### config.mk
export PLATFORM = sky130hd
export DESIGN_NAME = urv_writeback_ahb
export DESIGN_NICKNAME = d
export VERILOG_FILES = /design/src/rtl/urv_writeback_ahb.sv
export SDC_FILE = /design/constraint.sdc
export NUM_CORES = 1
export LEC_CHECK = 0
export ABC_AREA = 1
export CAP_MARGIN = 40
export CORE_MARGIN = 5
export CORE_UTILIZATION = 41
export DETAILED_ROUTE_END_ITERATION = 16
export GPL_ROUTABILITY_DRIVEN = 0
export MAX_ROUTING_LAYER = met4
export PLACE_DENSITY = 0.81
export SLEW_MARGIN = 20
export SYNTH_ARGS = -nofsm -noshare
export SYNTH_HDL_FRONTEND = slang
export SYNTH_SLANG_ARGS = --single-unit
export TNS_END_PERCENT = 100
### constraint.sdc
create_clock -name clk_i -period 3.7 [get_ports clk_i]
set_input_delay 0.74 -clock clk_i [delete_from_list [all_inputs] [get_ports clk_i]]
set_output_delay 0.74 -clock clk_i [all_outputs]
set_load 0.02 [all_outputs]
### src/rtl/urv_writeback_ahb.sv
// Writeback stage: finishes the AHB-Lite data phase for loads/stores, aligns load data, selects the result, writes the RF.
// Latency: register-file write lands one cycle after retire; a zero-wait load retires in its data-phase cycle.
// Backpressure: raises w_stall_req_o while a data phase has HREADY low; completions under w_stall_i are buffered in HOLD.
//
// Ports:
//   clk_i, rst_i                    pipeline clock, synchronous active-high reset
//   w_stall_i                       global stall, W must not retire this cycle
//   w_valid_i, w_load_i, w_store_i  instruction in W and its memory kind
//   w_fun_i                         funct3 load width/sign code
//   w_rd_i, w_rd_write_i            destination register and write intent
//   w_rd_value_i/_shifter_i/_multiply_i, w_rd_source_i   non-memory result candidates and selector
//   w_dm_addr_i                     data address of the access
//   HRDATA, HREADY, HRESP           AHB-Lite data-phase response
//   w_stall_req_o                   combinational stall request
//   rf_rd_o, rf_rd_value_o, rf_rd_write_o   registered register-file write port
//   w_bus_error_o, w_bus_error_addr_o       registered error pulse and faulting address
module urv_writeback_ahb #(
    parameter logic [31:0] LOAD_ERR_VALUE = 32'h0000_0000
) (
    input  logic        clk_i,
    input  logic        rst_i,
    input  logic        w_stall_i,
    input  logic        w_valid_i,
    input  logic        w_load_i,
    input  logic        w_store_i,
    input  logic [2:0]  w_fun_i,
    input  logic [4:0]  w_rd_i,
    input  logic        w_rd_write_i,
    input  logic [31:0] w_rd_value_i,
    input  logic [31:0] w_rd_shifter_i,
    input  logic [31:0] w_rd_multiply_i,
    input  logic [1:0]  w_rd_source_i,
    input  logic [31:0] w_dm_addr_i,
    input  logic [31:0] HRDATA,
    input  logic        HREADY,
    input  logic        HRESP,
    output logic        w_stall_req_o,
    output logic [4:0]  rf_rd_o,
    output logic [31:0] rf_rd_value_o,
    output logic        rf_rd_write_o,
    output logic        w_bus_error_o,
    output logic [31:0] w_bus_error_addr_o
);

    typedef enum logic [1:0] {
        ST_IDLE,
        ST_WAIT,
        ST_ERR,
        ST_HOLD
    } state_t;

    state_t      state_q, state_d;
    logic [31:0] hold_q;

    logic        mem_op;
    logic [7:0]  load_byte;
    logic [15:0] load_half;
    logic [31:0] load_aligned;
    logic [31:0] alu_result;

    logic        done;          // data phase finishes this cycle
    logic        done_err;      // ...and it finished with ERROR
    logic [31:0] done_value;
    logic        retire;
    logic [31:0] retire_value;
    logic        capture;

    assign mem_op = w_valid_i & (w_load_i | w_store_i);

    // Load lane extraction and extension
    always_comb begin
        load_byte    = HRDATA[7:0];
        load_half    = w_dm_addr_i[1] ? HRDATA[31:16] : HRDATA[15:0];
        load_aligned = HRDATA;
        case (w_dm_addr_i[1:0])
            2'd0:    load_byte = HRDATA[7:0];
            2'd1:    load_byte = HRDATA[15:8];
            2'd2:    load_byte = HRDATA[23:16];
            default: load_byte = HRDATA[31:24];
        endcase
        case (w_fun_i)
            3'b000:  load_aligned = {{24{load_byte[7]}}, load_byte};
            3'b001:  load_aligned = {{16{load_half[15]}}, load_half};
            3'b100:  load_aligned = {24'h0, load_byte};
            3'b101:  load_aligned = {16'h0, load_half};
            default: load_aligned = HRDATA;
        endcase
    end

    // Non-memory result; the reserved source code falls back to ALU/CSR
    always_comb begin
        case (w_rd_source_i)
            2'b01:   alu_result = w_rd_shifter_i;
            2'b10:   alu_result = w_rd_multiply_i;
            default: alu_result = w_rd_value_i;
        endcase
    end

    always_comb begin
        state_d       = state_q;
        w_stall_req_o = 1'b0;
        done          = 1'b0;
        done_err      = 1'b0;
        retire        = 1'b0;
        retire_value  = alu_result;
        capture       = 1'b0;

        // Stall is only requested while HREADY is low; the completion cycle
        // itself must be free to retire.
        case (state_q)
            ST_IDLE: begin
                if (mem_op) begin
                    if (!HREADY) begin
                        w_stall_req_o = 1'b1;
                        state_d       = HRESP ? ST_ERR : ST_WAIT;
                    end else begin
                        // HRESP with HREADY in the first cycle is a protocol
                        // violation; treat it as an already-finished error.
                        done     = 1'b1;
                        done_err = HRESP;
                    end
                end else if (w_valid_i && !w_stall_i) begin
                    retire = 1'b1;
                end
            end
            ST_WAIT: begin
                if (!HREADY) begin
                    w_stall_req_o = 1'b1;
                    if (HRESP) state_d = ST_ERR;
                end else begin
                    done     = 1'b1;
                    done_err = HRESP;
                end
            end
            ST_ERR: begin
                if (!HREADY) begin
                    w_stall_req_o = 1'b1;
                end else begin
                    done     = 1'b1;
                    done_err = 1'b1;
                end
            end
            ST_HOLD: begin
                // HRDATA is stale here; the buffered value is authoritative.
                if (!w_stall_i) begin
                    retire       = 1'b1;
                    retire_value = hold_q;
                    state_d      = ST_IDLE;
                end
            end
            default: state_d = ST_IDLE;
        endcase

        done_value = done_err ? LOAD_ERR_VALUE : load_aligned;

        if (done) begin
            if (w_stall_i) begin
                capture = 1'b1;
                state_d = ST_HOLD;
            end else begin
                retire       = 1'b1;
                retire_value = done_value;
                state_d      = ST_IDLE;
            end
        end
    end

    always_ff @(posedge clk_i) begin
        if (rst_i) begin
            state_q            <= ST_IDLE;
            hold_q             <= 32'h0;
            rf_rd_o            <= 5'd0;
            rf_rd_value_o      <= 32'h0;
            rf_rd_write_o      <= 1'b0;
            w_bus_error_o      <= 1'b0;
            w_bus_error_addr_o <= 32'h0;
        end else begin
            state_q       <= state_d;
            rf_rd_write_o <= retire & w_rd_write_i & ~w_store_i & (w_rd_i != 5'd0);
            if (retire) begin
                rf_rd_o       <= w_rd_i;
                rf_rd_value_o <= retire_value;
            end
            if (capture) begin
                hold_q <= done_value;
            end
            w_bus_error_o <= done_err;
            if (done_err) begin
                w_bus_error_addr_o <= w_dm_addr_i;
            end
        end
    end

endmodule

# Yosys cells after proc, flatten, opt, wreduce, memory -nomap -nowiden

Cells that the tools add are included.

Flip-flop bits (word level): 105
Bits of input ports: 179
Output and inout bits: 72
Logic and storage cells: 72

Equality and inequality tests: 15
Multiplexer cells: 35
Bitwise operators: 6
Reductions and logical operators: 9

Operators by type and width:

| kind                                          | number |
|---|---|
| 2-to-1 mux 32 bit                             | 5 |
| one-hot mux 32 bit (4 select lines)           | 1 |
| one-hot mux 32 bit (2 select lines)           | 1 |
| one-hot mux 8 bit (3 select lines)            | 1 |
| 2-to-1 mux 16 bit                             | 1 |
| 2-to-1 mux 2 bit                              | 8 |
| inequality test 3 bit, second input constant  | 5 |
| 2-to-1 mux 1 bit                              | 13 |
| == test 2 bit, second input constant          | 4 |
| == test 2 x 1 -> 1 bit, second input constant | 3 |
| == test 3 bit, second input constant          | 2 |
| one-hot mux 1 bit (2 select lines)            | 3 |
| one-hot mux 2 bit (3 select lines)            | 1 |
| AND reduction 6 bit                           | 1 |
| nonzero test 5 bit                            | 1 |
| bitwise AND 1 bit                             | 4 |
| logical NOT 2 bit                             | 2 |
| nonzero test 4 bit                            | 1 |
| == test 3 x 1 -> 1 bit, second input constant | 1 |
| logical NOT 3 bit                             | 1 |
| one-hot mux 1 bit (3 select lines)            | 1 |
| OR reduction 2 bit                            | 1 |
| logical AND 1 bit                             | 1 |
| logical NOT 1 bit                             | 1 |
| 2 further kinds                               | 2 |

# Longest topological paths before layout

Word-level depth: 10
Mapped depth: 13
Mapped depth without buffers: 12

# Worst setup path before layout

Ideal clock, no wire load.

Kind: in2reg
Start point: in w_rd_source_i[0]
End point: reg rf_rd_value_o[17]
Library setup time: 132 ps
Arrival time: 1980 ps
Data required time: 3568 ps
Slack: 1587 ps
Cell stages on the path: 12
Path buffers: 2
Cell sequence: inv_1 -> ha_1 -> buf_2 -> inv_2 -> buf_2 -> or2_2 -> nand3_1 -> nand2_1 -> nand3_1 -> nand2_1 -> inv_1 -> a21oi_1

Word-level cells in the longest chain between the ends: 6
Elaborated cells between the ends (all ways): 7
Classes of those cells: eq/ne (2); mux (5)

RTL lines:

| item                                                    | RTL line | source |
|---|---|---|
| start: declaration                                      | 32       | `input logic [1:0] w_rd_source_i,` |
| == test 2 bit or == test 2 x 1 -> 1 bit (tied branches) | 92       | `case (w_rd_source_i)` |
| one-hot mux 32 bit (2 select lines) *                   | 92       |  |
| 2-to-1 mux 32 bit                                       | 145      | `if (!w_stall_i) begin` |
| 2-to-1 mux 32 bit *                                     | 110      | `case (state_q)` |
| 2-to-1 mux 32 bit                                       | 157      | `if (w_stall_i) begin` |
| 2-to-1 mux 32 bit *                                     | 156      | `if (done) begin` |
| end signal: assignment                                  | 182      | `rf_rd_value_o <= retire_value;` |
| end: declaration                                        | 39       | `output logic [31:0] rf_rd_value_o,` |

Mark *: on every way between the ends. The rest lies on a longest branch, timed or not.
A chain may end at the register's enable or synchronous reset.

# Worst setup path in the final report

Start point: in w_valid_i
End point: out w_stall_req_o

Word-level cells in the longest chain between the ends: 3

RTL lines:

| item                               | RTL line | source |
|---|---|---|
| start: declaration                 | 23       | `input logic w_valid_i,` |
| bitwise AND 1 bit                  | 68       | `assign mem_op = w_valid_i & (w_load_i \| w_store_i);` |
| 2-to-1 mux 1 bit                   | 112      | `if (mem_op) begin` |
| one-hot mux 1 bit (2 select lines) | 110      |  |
| end: declaration                   | 37       | `output logic w_stall_req_o,` |

Every way passes these cells.

==> impl_metrics.yaml <==
worst_setup_path:
  crit_required_ns: 2.96
  crit_top_cell: "nand2_1"
  r2r_end: "rf_rd_value_o[10]"
  endpoint_kind: "output pin"
  critical_path.max_fanout: 3
  critical_path_arrival_ns: 2.31
  path_delay_family: "buffers and inverters"
  slowest_stage: "clkdlybuf4s50_1"
  ff2ff_path_depth: 10
  worstPathCellList: "clkdlybuf4s50_1 -> nand2_1 -> inv_1 -> nand2_1 -> nand2_2 -> nand2_1 -> nor2_1 -> clkdlybuf4s50_1"
  crit_path_start: "w_valid_i"
  startpoint_type: "input port"
  rr_startpoint: "state_q[0]"
  ff2ff_setup_slack_ns: 1.14
  crit_buf_inv: 3
  cp_slowest_stage_delay_ns: 0.63
  crit_type: "input port to output pin"
synth:
  synth_top_area_cell: "dfxtp_1"
  synth_common_cells: "nand2_1, nor2_1, nand3_1, dfxtp_1, o21ai_0"
  ys_warn_count: 0
  synthCells: 1002
  syn_avg_cell_area_um2: 6.24
  syn_area_um2: 6250
  async_reset_ff_share_pct: 0
  synthTopCellsByArea: "dfxtp_1, nand2_1, nand3_1"
  synth_seq_cells: 105
  synth_edf_count: 0
  synth_cell_types: 34
  synthMostInstantiatedCell: "nand2_1"
  syn-num-nets: 1188
  synth_top_area_share_pct: 33.6
  ys.flop_type: "dfxtp_1"
  ys_seq_area_share_pct: 33.6
min_path:
  worstHoldStart: "rf_rd_o[0]"
  holdPathEnd: "rf_rd_o[0]"
  holdPathStages: 2
  min_path_type: "flip-flop to flip-flop"
routing:
  wirelength_um: 22200
  routedWlPerCell_um: 15.8
  drt_drc_violations_left: 0
  dr.first_iter.drc_count: 588
  vias_per_cell: 5.21
  vias: 7309
  ant_nets: 0
  drt-pass1-iter-count: 5
run_status:
  status: "completed"
floorplan:
  die_h_um: 134
  row_count: 45
  coreArea_um2: 15100
  die_area_um2: 17800
  start_util_pct: 41.5
  die_w_um: 134
  pin_count: 251
global_routing:
  gr-usage-all-layers_pct: 24.5
  grt_pass1_vias: 6687
  grt_pass1_wl_um: 34800
  grt_max_degree: 68
  grt_antenna_before_repair: 0
  grt-ovfl-total: 0
clock_tree:
  cts_tree: "built"
  clk_pin_slew_ns: 0.07
  root_buffer: "clkbuf_16"
  cts_setup_buffers: 0
  ctsResizeCount: 0
  clock_latency_ns: 0.35
  cts_max_level: 3
  cts_hold_buf: 0
  cts_sinks: 105
  cts_inserted_buffers: 9
  cts_buffer_depth: 2
timing:
  fin_crit_sh_pct: 82.5
  max_freq_mhz: 328
  slew_headroom_pct: 51.6
  finalSetupTns_ns: 0
  finalHoldViolCount: 0
  setup_viol: 0
  finalCriticalPeriod_ns: 3.05
  slew_violations: 0
  rsz0062_at_grt: "no"
  fin_skew_ns: 0.0137
  tightest_slew_ns: 0.725
layout:
  utilization_pct: 60.0
  drive_gt1_share_pct: 7.50
  diodes: 0
  area_growth_syn_to_layout_pct: 44.8
  nets: 1395
pwr:
  p_leak_nw: 3.95
  powerDensity_nw_per_um2: 485
  irDropWorstVdd_uv: 367
  p_total_w: 0.00440
placed_design:
  port_buffers: 250
  dp_hpwl_um: 16800
job:
  maxCapViolCount: 0
stage by stage:
stage	cell area [µm²]	std cells	hold WS, ns	setup WS [ns]
floorplan	6250	1002	0.493	1.59
global placement	8750	1385	0.458	0.710
detailed placement	8750	1385	0.466	0.652
CTS	9050	1401	0.481	0.652
global route	9060	1402	0.509	0.561
finish	9060	1402	0.482	0.648
cells by family (layout without fill, tap and decap cells):
group                    Yosys count  after routing  share of synthesized area [%]
AO/OA/AOI/OAI                    161            161                           13.3
adder cells (fa/ha/maj)            7              7                           1.40
buffers and inverters            128            340                           9.32
flip-flops                       105            105                           33.6
AND/OR/NAND/NOR                  601            601                           42.4
final cells by class:
cell class / count / area [µm²]
fill: 1416 / 6030
multi-input combinational: 769 / 3580
timing repair buffer: 265 / 2620
sequential: 105 / 2100
tap: 188 / 235
inverter: 59 / 231
clock buffer: 9 / 225
clock inverter: 7 / 70.1
report_power, final:
| part | internal [W] | switching (W) | total [W] |
|---|---|---|---|
| sequential | 0.00138 | 0.000132 | 0.00151 |
| combinational | 0.000812 | 0.00112 | 0.00193 |
| clock | 0.000475 | 0.000480 | 0.000955 |
worst max path at each step:
stage	to	slack (ns)	depth (start not counted)
floorplan	rf_rd_value_o[17]	1.59	12
global placement	rf_rd_value_o[12]	0.71	9
detailed placement	w_stall_req_o	0.65	8
CTS	w_stall_req_o	0.65	8
global route	w_stall_req_o	0.56	8
finish	w_stall_req_o	0.65	8
layer usage:
metal	vias up	wire length (µm)	track usage, %	part of all wire (%)
met5	-	0	-	0
met4	0	481	6.46	2.2
met3	32	2040	5.85	9.2
met2	343	9800	37.3	44
met1	3269	9850	32.8	44
li1	3665	-	-	-
sequential cells by signal, indices dropped and copies added (netlist names):
signal and count:
w_bus_error_o 1, w_bus_error_addr_o 32, state_q 2, hold_q 32, rf_rd_write_o 1, rf_rd_value_o 32
rf_rd_o 5
worst reg2reg max path, cell delays in order, from the launching register on:
cell and delay (ns):
dfxtp_1 0.45, inv_1 0.12, ha_1 0.31, inv_1 0.06, nand2_2 0.10, nand2_2 0.25, nor2_4 0.59, nor2_1 0.30
nand2_1 0.12, nand3_1 0.08, nor2_1 0.12
layout by cell type (no fill, tap or decap), types with 4 or more instances in the layout:
| master | Yosys | layout |
|---|---|---|
| buf_4 | 6 | 14 |
| inv_1 | 49 | 48 |
| clkdlybuf4s50_1 | 0 | 250 |
| ha_1 | 7 | 7 |
| a21oi_1 | 69 | 69 |
| nand2_4 | 4 | 4 |
| dfxtp_1 | 105 | 105 |
| o21ai_0 | 79 | 79 |
| nand2_1 | 275 | 275 |
| clkbuf_16 | 0 | 9 |
| nor2_1 | 134 | 133 |
| nand3_1 | 114 | 114 |
| nand4_1 | 26 | 26 |
| o22ai_1 | 6 | 6 |
| inv_2 | 6 | 7 |
| or2_2 | 33 | 33 |
Power figures use the tool's default switching activity.
